### src/rtl/qflow_pkg.sv
// rtl/qflow_pkg.sv - shared types and constants for the queue flow controller
package qflow_pkg;

    localparam int DATA_W = 8;

    typedef enum logic [1:0] {
        IDLE  = 2'd0,
        DEQ   = 2'd1,
        RDATA = 2'd2
    } deq_state_t;

endpackage

### src/rtl/qflow_enq_stage.sv
// rtl/qflow_enq_stage.sv - deserializer-to-queue byte register with full check and throttle
module qflow_enq_stage
    import qflow_pkg::*;
#(
    parameter int DEPTH = 8,
    parameter int LEN_W = 4
) (
    input  logic              clock,
    input  logic              reset,
    input  logic              des_valid,
    input  logic [DATA_W-1:0] des_data,
    input  logic [LEN_W-1:0]  q_len,
    output logic              des_write_en,
    output logic              q_enqueue,
    output logic [DATA_W-1:0] q_wdata,
    output logic              overflow,
    output logic [LEN_W:0]    occ
);

    localparam logic [LEN_W:0] FULL_LVL  = (LEN_W+1)'(DEPTH);
    localparam logic [LEN_W:0] SLACK_LVL = (LEN_W+1)'(DEPTH - 1);

    logic full;

    // The byte sitting in q_enqueue is already committed, so it counts as occupied.
    assign occ  = {1'b0, q_len} + {{LEN_W{1'b0}}, q_enqueue};
    assign full = (occ >= FULL_LVL);

    always_ff @(posedge clock) begin
        if (!reset) begin
            q_enqueue    <= 1'b0;
            q_wdata      <= '0;
            overflow     <= 1'b0;
            des_write_en <= 1'b0;
        end else begin
            des_write_en <= (occ < SLACK_LVL);
            q_enqueue    <= 1'b0;
            if (des_valid) begin
                if (full) begin
                    overflow <= 1'b1;
                end else begin
                    q_enqueue <= 1'b1;
                    q_wdata   <= des_data;
                end
            end
        end
    end

endmodule

### src/rtl/queue_flow_ctrl.sv
// rtl/queue_flow_ctrl.sv - enqueue throttle and one-outstanding dequeue FSM for the byte queue
// Optional watermark auto-drain is enabled by defining QFLOW_AUTODRAIN_EN.
module queue_flow_ctrl
    import qflow_pkg::*;
#(
    parameter int DEPTH      = 8,
    parameter int LEN_W      = 4,
    parameter int HIGH_WATER = 6,
    parameter int LOW_WATER  = 2
) (
    input  logic              clock,
    input  logic              reset,
    input  logic              des_valid,
    input  logic [DATA_W-1:0] des_data,
    output logic              des_write_en,
    input  logic [LEN_W-1:0]  q_len,
    output logic              q_enqueue,
    output logic [DATA_W-1:0] q_wdata,
    output logic              q_dequeue,
    input  logic [DATA_W-1:0] q_rdata,
    input  logic              rd_req,
    output logic              rd_valid,
    output logic [DATA_W-1:0] rd_data,
    output logic              overflow,
    output logic              busy
);

    deq_state_t        state;
    logic              pending;
    logic [DATA_W-1:0] rd_hold;
    logic [LEN_W:0]    occ;
    logic              q_nonempty;
    logic              start_deq;

    qflow_enq_stage #(
        .DEPTH (DEPTH),
        .LEN_W (LEN_W)
    ) u_enq (
        .clock        (clock),
        .reset        (reset),
        .des_valid    (des_valid),
        .des_data     (des_data),
        .q_len        (q_len),
        .des_write_en (des_write_en),
        .q_enqueue    (q_enqueue),
        .q_wdata      (q_wdata),
        .overflow     (overflow),
        .occ          (occ)
    );

    assign q_nonempty = (q_len != '0);

`ifdef QFLOW_AUTODRAIN_EN
    localparam logic [LEN_W:0]   HIGH_LVL = (LEN_W+1)'(HIGH_WATER);
    localparam logic [LEN_W-1:0] LOW_LVL  = LEN_W'(LOW_WATER);

    logic drain;
    logic drain_set;

    assign drain_set = (state == IDLE) && (occ >= HIGH_LVL);
    assign start_deq = q_nonempty && (pending || rd_req || drain || drain_set);

    always_ff @(posedge clock) begin
        if (!reset) begin
            drain <= 1'b0;
        end else if (drain_set) begin
            drain <= 1'b1;
        end else if ((state == RDATA) && (q_len <= LOW_LVL)) begin
            drain <= 1'b0;
        end
    end
`else
    logic unused_water;

    assign start_deq    = q_nonempty && (pending || rd_req);
    assign unused_water = ^{occ, 32'(HIGH_WATER), 32'(LOW_WATER)};
`endif

    // q_rdata is only valid during RDATA, so rd_data passes it through for the
    // rd_valid cycle and then holds the captured copy until the next read.
    assign rd_data = rd_valid ? q_rdata : rd_hold;

    always_ff @(posedge clock) begin
        if (!reset) begin
            state     <= IDLE;
            pending   <= 1'b0;
            q_dequeue <= 1'b0;
            rd_valid  <= 1'b0;
            rd_hold   <= '0;
            busy      <= 1'b0;
        end else begin
            q_dequeue <= 1'b0;
            rd_valid  <= 1'b0;
            case (state)
                IDLE: begin
                    pending <= pending | rd_req;
                    if (start_deq) begin
                        state     <= DEQ;
                        q_dequeue <= 1'b1;
                        busy      <= 1'b1;
                    end
                end
                DEQ: begin
                    pending  <= pending | rd_req;
                    state    <= RDATA;
                    rd_valid <= 1'b1;
                end
                RDATA: begin
                    // An outstanding request is served by this byte; a request
                    // arriving now only counts when none was outstanding.
                    pending <= pending ? 1'b0 : rd_req;
                    rd_hold <= q_rdata;
                    state   <= IDLE;
                    busy    <= 1'b0;
                end
                default: begin
                    state <= IDLE;
                    busy  <= 1'b0;
                end
            endcase
        end
    end

endmodule
### config.mk
export PLATFORM = sky130hd
export DESIGN_NAME = queue_flow_ctrl
export DESIGN_NICKNAME = d
export VERILOG_FILES = /design/src/rtl/qflow_pkg.sv /design/src/rtl/qflow_enq_stage.sv /design/src/rtl/queue_flow_ctrl.sv
export SDC_FILE = /design/constraint.sdc
export NUM_CORES = 1
export LEC_CHECK = 0
export ABC_AREA = 1
export BUFFER_PORTS_ARGS = -buffer_cell sky130_fd_sc_hd__buf_4
export CORE_MARGIN = 1.5
export CORE_UTILIZATION = 35
export CTS_CLUSTER_SIZE = 30
export DETAILED_ROUTE_END_ITERATION = 8
export GPL_TIMING_DRIVEN = 0
export HOLD_SLACK_MARGIN = 0.08
export SYNTH_ARGS = -nofsm -noshare
export SYNTH_HDL_FRONTEND = slang
export SYNTH_HIERARCHICAL = 1
export SYNTH_SLANG_ARGS = --single-unit
### constraint.sdc
create_clock -name clock -period 3.36 [get_ports clock]
set_input_delay 0.168 -clock clock [delete_from_list [all_inputs] [get_ports clock]]
set_output_delay 0.168 -clock clock [all_outputs]
set_load 0.05 [all_outputs]
Word level (Yosys, flattened, before mapping). Index checks and enable logic that the tools add are counted.

Bits in registers: 25. Output and inout port bits: 22. Word-level logic and storage cells: 40.

Add/subtract/negate cells: 1. Order comparisons: 2. Eq/ne operators: 3. Mux-type cells: 10. Bitwise operators: 3. Reduce and logical (&&, ||, !) cells: 11.

Operator list (number): 2-bit AND reduction (5); 8-bit 2-to-1 mux (1); 4-bit by 1-bit adder with 5-bit output (1); 5-bit by 4-bit greater-or-equal comparator with 1-bit output, second input constant (1); 5-bit by 3-bit < comparator with 1-bit output, second input constant (1); 1-bit 2-to-1 mux (5); 1-bit case mux with 2 select lines (2); 2-bit case mux with 2 select lines (1); 4-bit nonzero test (1); 2-bit by 1-bit equality test with 1-bit output, second input constant (1); 2-bit equality test, second input constant (1); 2-bit zero test (1); 2-bit 2-to-1 mux (1); 2-bit inequality test, second input constant (1); 1-bit NOT (2); 2-bit nonzero test (1); 2-bit OR reduction (1); 1-bit logical AND (1); 1-bit logical OR (1); 1-bit bitwise OR (1).

Longest topological paths before layout.
Word-level depth: 4. Gate-level depth with buffers: 8. Depth with buffers taken out: 8.

Cells and area by module. The synthesis kept the hierarchy.

Modules (own cells, without submodules): qflow_enq_stage (instances 1, cells an instance 92, area an instance 599.3 um^2); queue_flow_ctrl (instances 1, cells an instance 71, area an instance 595.6 um^2).

Worst setup path after synthesis. No wires, ideal clock.

Kind: reg-to-reg. From: reg u_enq.q_enqueue. To: reg u_enq.overflow. Setup time: 65 ps. Data arrival time: 1546 ps. Data required time: 3295 ps. Path slack: 1749 ps. Stages on the path, launching flop included: 8. Cells stage by stage: dfxtp_1 > ha_1 > ha_1 > nand3_1 > buf_2 > nand2_2 > a21oi_1 > nor2_1.

Longest elaborated chain between the ends: 3.

RTL lines: start: declaration (RTL line qflow_enq_stage.sv:14) `output logic q_enqueue,`; start signal: assignment (RTL line qflow_enq_stage.sv:31) `q_enqueue <= 1'b0;`; start signal: assignment (RTL line qflow_enq_stage.sv:37) `q_enqueue <= 1'b0;`; start signal: assignment (RTL line qflow_enq_stage.sv:42) `q_enqueue <= 1'b1;`; 4-bit by 1-bit adder with 5-bit output (RTL line qflow_enq_stage.sv:26) `assign occ = {1'b0, q_len} + {{LEN_W{1'b0}}, q_enqueue};`; 5-bit by 4-bit greater-or-equal comparator with 1-bit output (RTL line qflow_enq_stage.sv:27) `assign full = (occ >= FULL_LVL);`; 2-bit AND reduction (no source line); end signal: assignment (RTL line qflow_enq_stage.sv:33) `overflow <= 1'b0;`; end signal: assignment (RTL line qflow_enq_stage.sv:40) `overflow <= 1'b1;`; end: declaration (RTL line qflow_enq_stage.sv:16) `output logic overflow,`.

No other way between the ends. A chain may end at the register's enable or synchronous reset.

Worst setup path after layout.
From: reg rd_valid. To: out rd_data[3].

Longest elaborated chain between the ends: 1.

RTL lines: start: declaration (RTL line queue_flow_ctrl.sv:22) `output logic rd_valid,`; start signal: assignment (RTL line queue_flow_ctrl.sv:88) `rd_valid <= 1'b0;`; start signal: assignment (RTL line queue_flow_ctrl.sv:93) `rd_valid <= 1'b0;`; start signal: assignment (RTL line queue_flow_ctrl.sv:106) `rd_valid <= 1'b1;`; 8-bit 2-to-1 mux (RTL line queue_flow_ctrl.sv:81) `assign rd_data = rd_valid ? q_rdata : rd_hold;`; end: declaration (RTL line queue_flow_ctrl.sv:23) `output logic [DATA_W-1:0] rd_data,`.

No other way between the ends.

==> results.sh <==
export IMPL_cts_sinks=25
export IMPL_die_h_um=61.2
export IMPL_clock_latency_ns=0.33
export IMPL_areaGrowthSynthToFinish_pct=38.5
export IMPL_die_area_sq_um=3740
export IMPL_num_io_pins=46
export IMPL_crit_arrival_ns=1.46
export IMPL_grt_max_degree=16
export IMPL_outcome="finished, final reports clean"
export IMPL_critPathCaptureType="output pin"
export IMPL_cp_start_kind="register"
export IMPL_cts_setup_buffers=0
export IMPL_detail_route_antenna_nets=0
export IMPL_start_util_pct=37.8
export IMPL_tightest_slew_ns=0.262
export IMPL_p_int_mw=0.442
export IMPL_clockBufferDepth=2
export IMPL_antennaDiodeCount=0
export IMPL_power_density_nw_per_um2=414
export IMPL_clk_pin_slew_worst_paths_ns=0.14
export IMPL_tns_ns=0
export IMPL_viasPerCell=4.27
export IMPL_dr_pass1_iters=4
export IMPL_cts_root_buf="clkbuf_4"
export IMPL_finish_utilization_pct=52.4
export IMPL_timing_final_crit_share_pct=48.4
export IMPL_path_max_fanout=8
export IMPL_setup_viol=0
export IMPL_grt_pass1_wl_mm=3.95
export IMPL_syn_nets=186
export IMPL_grt_overflow=0
export IMPL_htree_levels=1
export IMPL_p_sw_share_pct=34.9
export IMPL_power_leakage_nw=0.867
export IMPL_worstSetupPathType="register to output pin"
export IMPL_avgRoutedWirePerCell_um=9.74
export IMPL_gp_congestion=0.753
export IMPL_cts_resized=0
export IMPL_grt_pass1_vias=971
export IMPL_syn_inst=160
export IMPL_final_nets=239
export IMPL_drive_above_1_share_pct=32.5
export IMPL_drv_slew=0
export IMPL_grt_antenna_before_repair=0
export IMPL_fillers=301
export IMPL_grt_use_total_pct=14.2
export IMPL_ys_warnings_count=6
export IMPL_port_buffer_count=44
export IMPL_core_sq_um=3130
export IMPL_relSlewSlack_pct=82.5
export IMPL_finalHoldViolCount=0
export IMPL_required_ns=3.19
export IMPL_via_count=1094
export IMPL_cts_tree="done"
export IMPL_rows=20
export IMPL_cts_hold_buf=3
export IMPL_fmax_mhz=615
export IMPL_syn_area_per_cell_sq_um=7.40
export IMPL_cap_violations=0
export IMPL_min_path_type="input port to register"
export IMPL_syn_cell_area_sq_um=1180
export IMPL_cts_made_buffers=3
export IMPL_comb_power_share_pct=31.0
export IMPL_power_frac_clock_pct=20.5
export IMPL_dp_hpwl_mm=1.88
export IMPL_fp_dieW_um=61.2
export IMPL_p_switching_mw=0.236
export IMPL_clock_skew_ns=0.00544
export IMPL_seqPwrFrac_pct=48.5
export IMPL_drt_iter0_drc=30
export IMPL_routed_wl_mm=2.49
export IMPL_max_vdd_ir_drop_mv=0.175
export IMPL_rsz0062_at_grt="no"
export IMPL_finalCriticalPeriod_ns=1.62
export IMPL_drcViolationCount=0
==> registers in the layout, indices dropped and copies added, names as in the netlist <==
name and flops:
pending 1, u_enq/q_wdata 8, u_enq/overflow 1, u_enq/q_enqueue 1
busy 1, rd_valid 1, u_enq/des_write_en 1, rd_hold 8
q_dequeue 1, state 2
==> metal layers <==
| layer | global-route usage, % | up-vias | part of all wire (%) |
|---|---|---|---|
| li1 | - | 596 | - |
| met3 | 2.52 | 5 | 2.7 |
| met2 | 24.8 | 17 | 49 |
| met1 | 16.3 | 476 | 46 |
| met4 | 8.07 | 0 | 2.4 |
| met5 | 0 | - | 0 |
==> power groups by stage <==
| stage | combinational (mW) | sequential (mW) | clock (mW) |
|---|---|---|---|
| final | 0.210 | 0.329 | 0.139 |
| after global routing | 0.228 | 0.332 | 0.157 |
| after CTS | 0.211 | 0.330 | 0.150 |
| after detailed placement | 0.208 | 0.336 | 0 |
| after global placement | 0.206 | 0.336 | 0 |
| after floorplan | 0.0979 | 0.378 | 0 |
==> critical path, stage by stage (launching register included) <==
cell and delay, ns:
dfxtp_1 0.36, buf_2 0.21, mux2_2 0.36, buf_4 0.19
==> layout by cell type, fill, tap and decap left out, types with 2 or more instances in the layout <==
| cell type | n |
|---|---|
| clkbuf_4 | 3 |
| buf_4 | 45 |
| nor3_1 | 2 |
| dfxtp_1 | 25 |
| nand3_2 | 2 |
| nor2_1 | 32 |
| nand4_1 | 9 |
| mux2_2 | 8 |
| ha_1 | 2 |
| nand3_1 | 3 |
| dlygate4sd3_1 | 4 |
| buf_2 | 3 |
| inv_1 | 31 |
| nand2_1 | 24 |
| o21ai_0 | 9 |
| nand2_2 | 2 |
==> per-stage QoR <==
step           power [mW]  worst slack, ns  hold slack [ns]  cells  cell area (sq um)
4_1_cts             0.691             1.70           0.0816    255               1630
5_1_grt             0.718             1.67            0.104    256               1640
6_report            0.678             1.74           0.0998    256               1640
3_5_place_dp        0.544             1.96            0.440    248               1570
2_1_floorplan       0.476             1.76            0.304    160               1180
3_3_place_gp        0.541             1.98            0.432    248               1570
==> cell type report <==
class | count | area [sq um] | share of cell area (%)
multi-input combinational | 97 | 520 | 31.8
sequential | 25 | 500 | 30.5
timing repair buffer | 48 | 370 | 22.6
inverter | 33 | 129 | 7.86
tap | 44 | 55.1 | 3.36
buffer | 5 | 33.8 | 2.06
clock buffer | 3 | 22.5 | 1.37
clock inverter | 1 | 7.51 | 0.458
==> final timing paths <==
path / from / end / slack [ns] / cells after the start
setup / recovery: rd_valid / rd_data[3] / 1.74 / 3
setup reg to reg: u_enq/q_enqueue / u_enq/overflow / 1.94 / 7
hold / removal: q_rdata[2] / rd_hold[2] / 0.1 / 3
hold reg to reg: busy / busy / 0.46 / 2
Power figures use the tool's default switching activity.
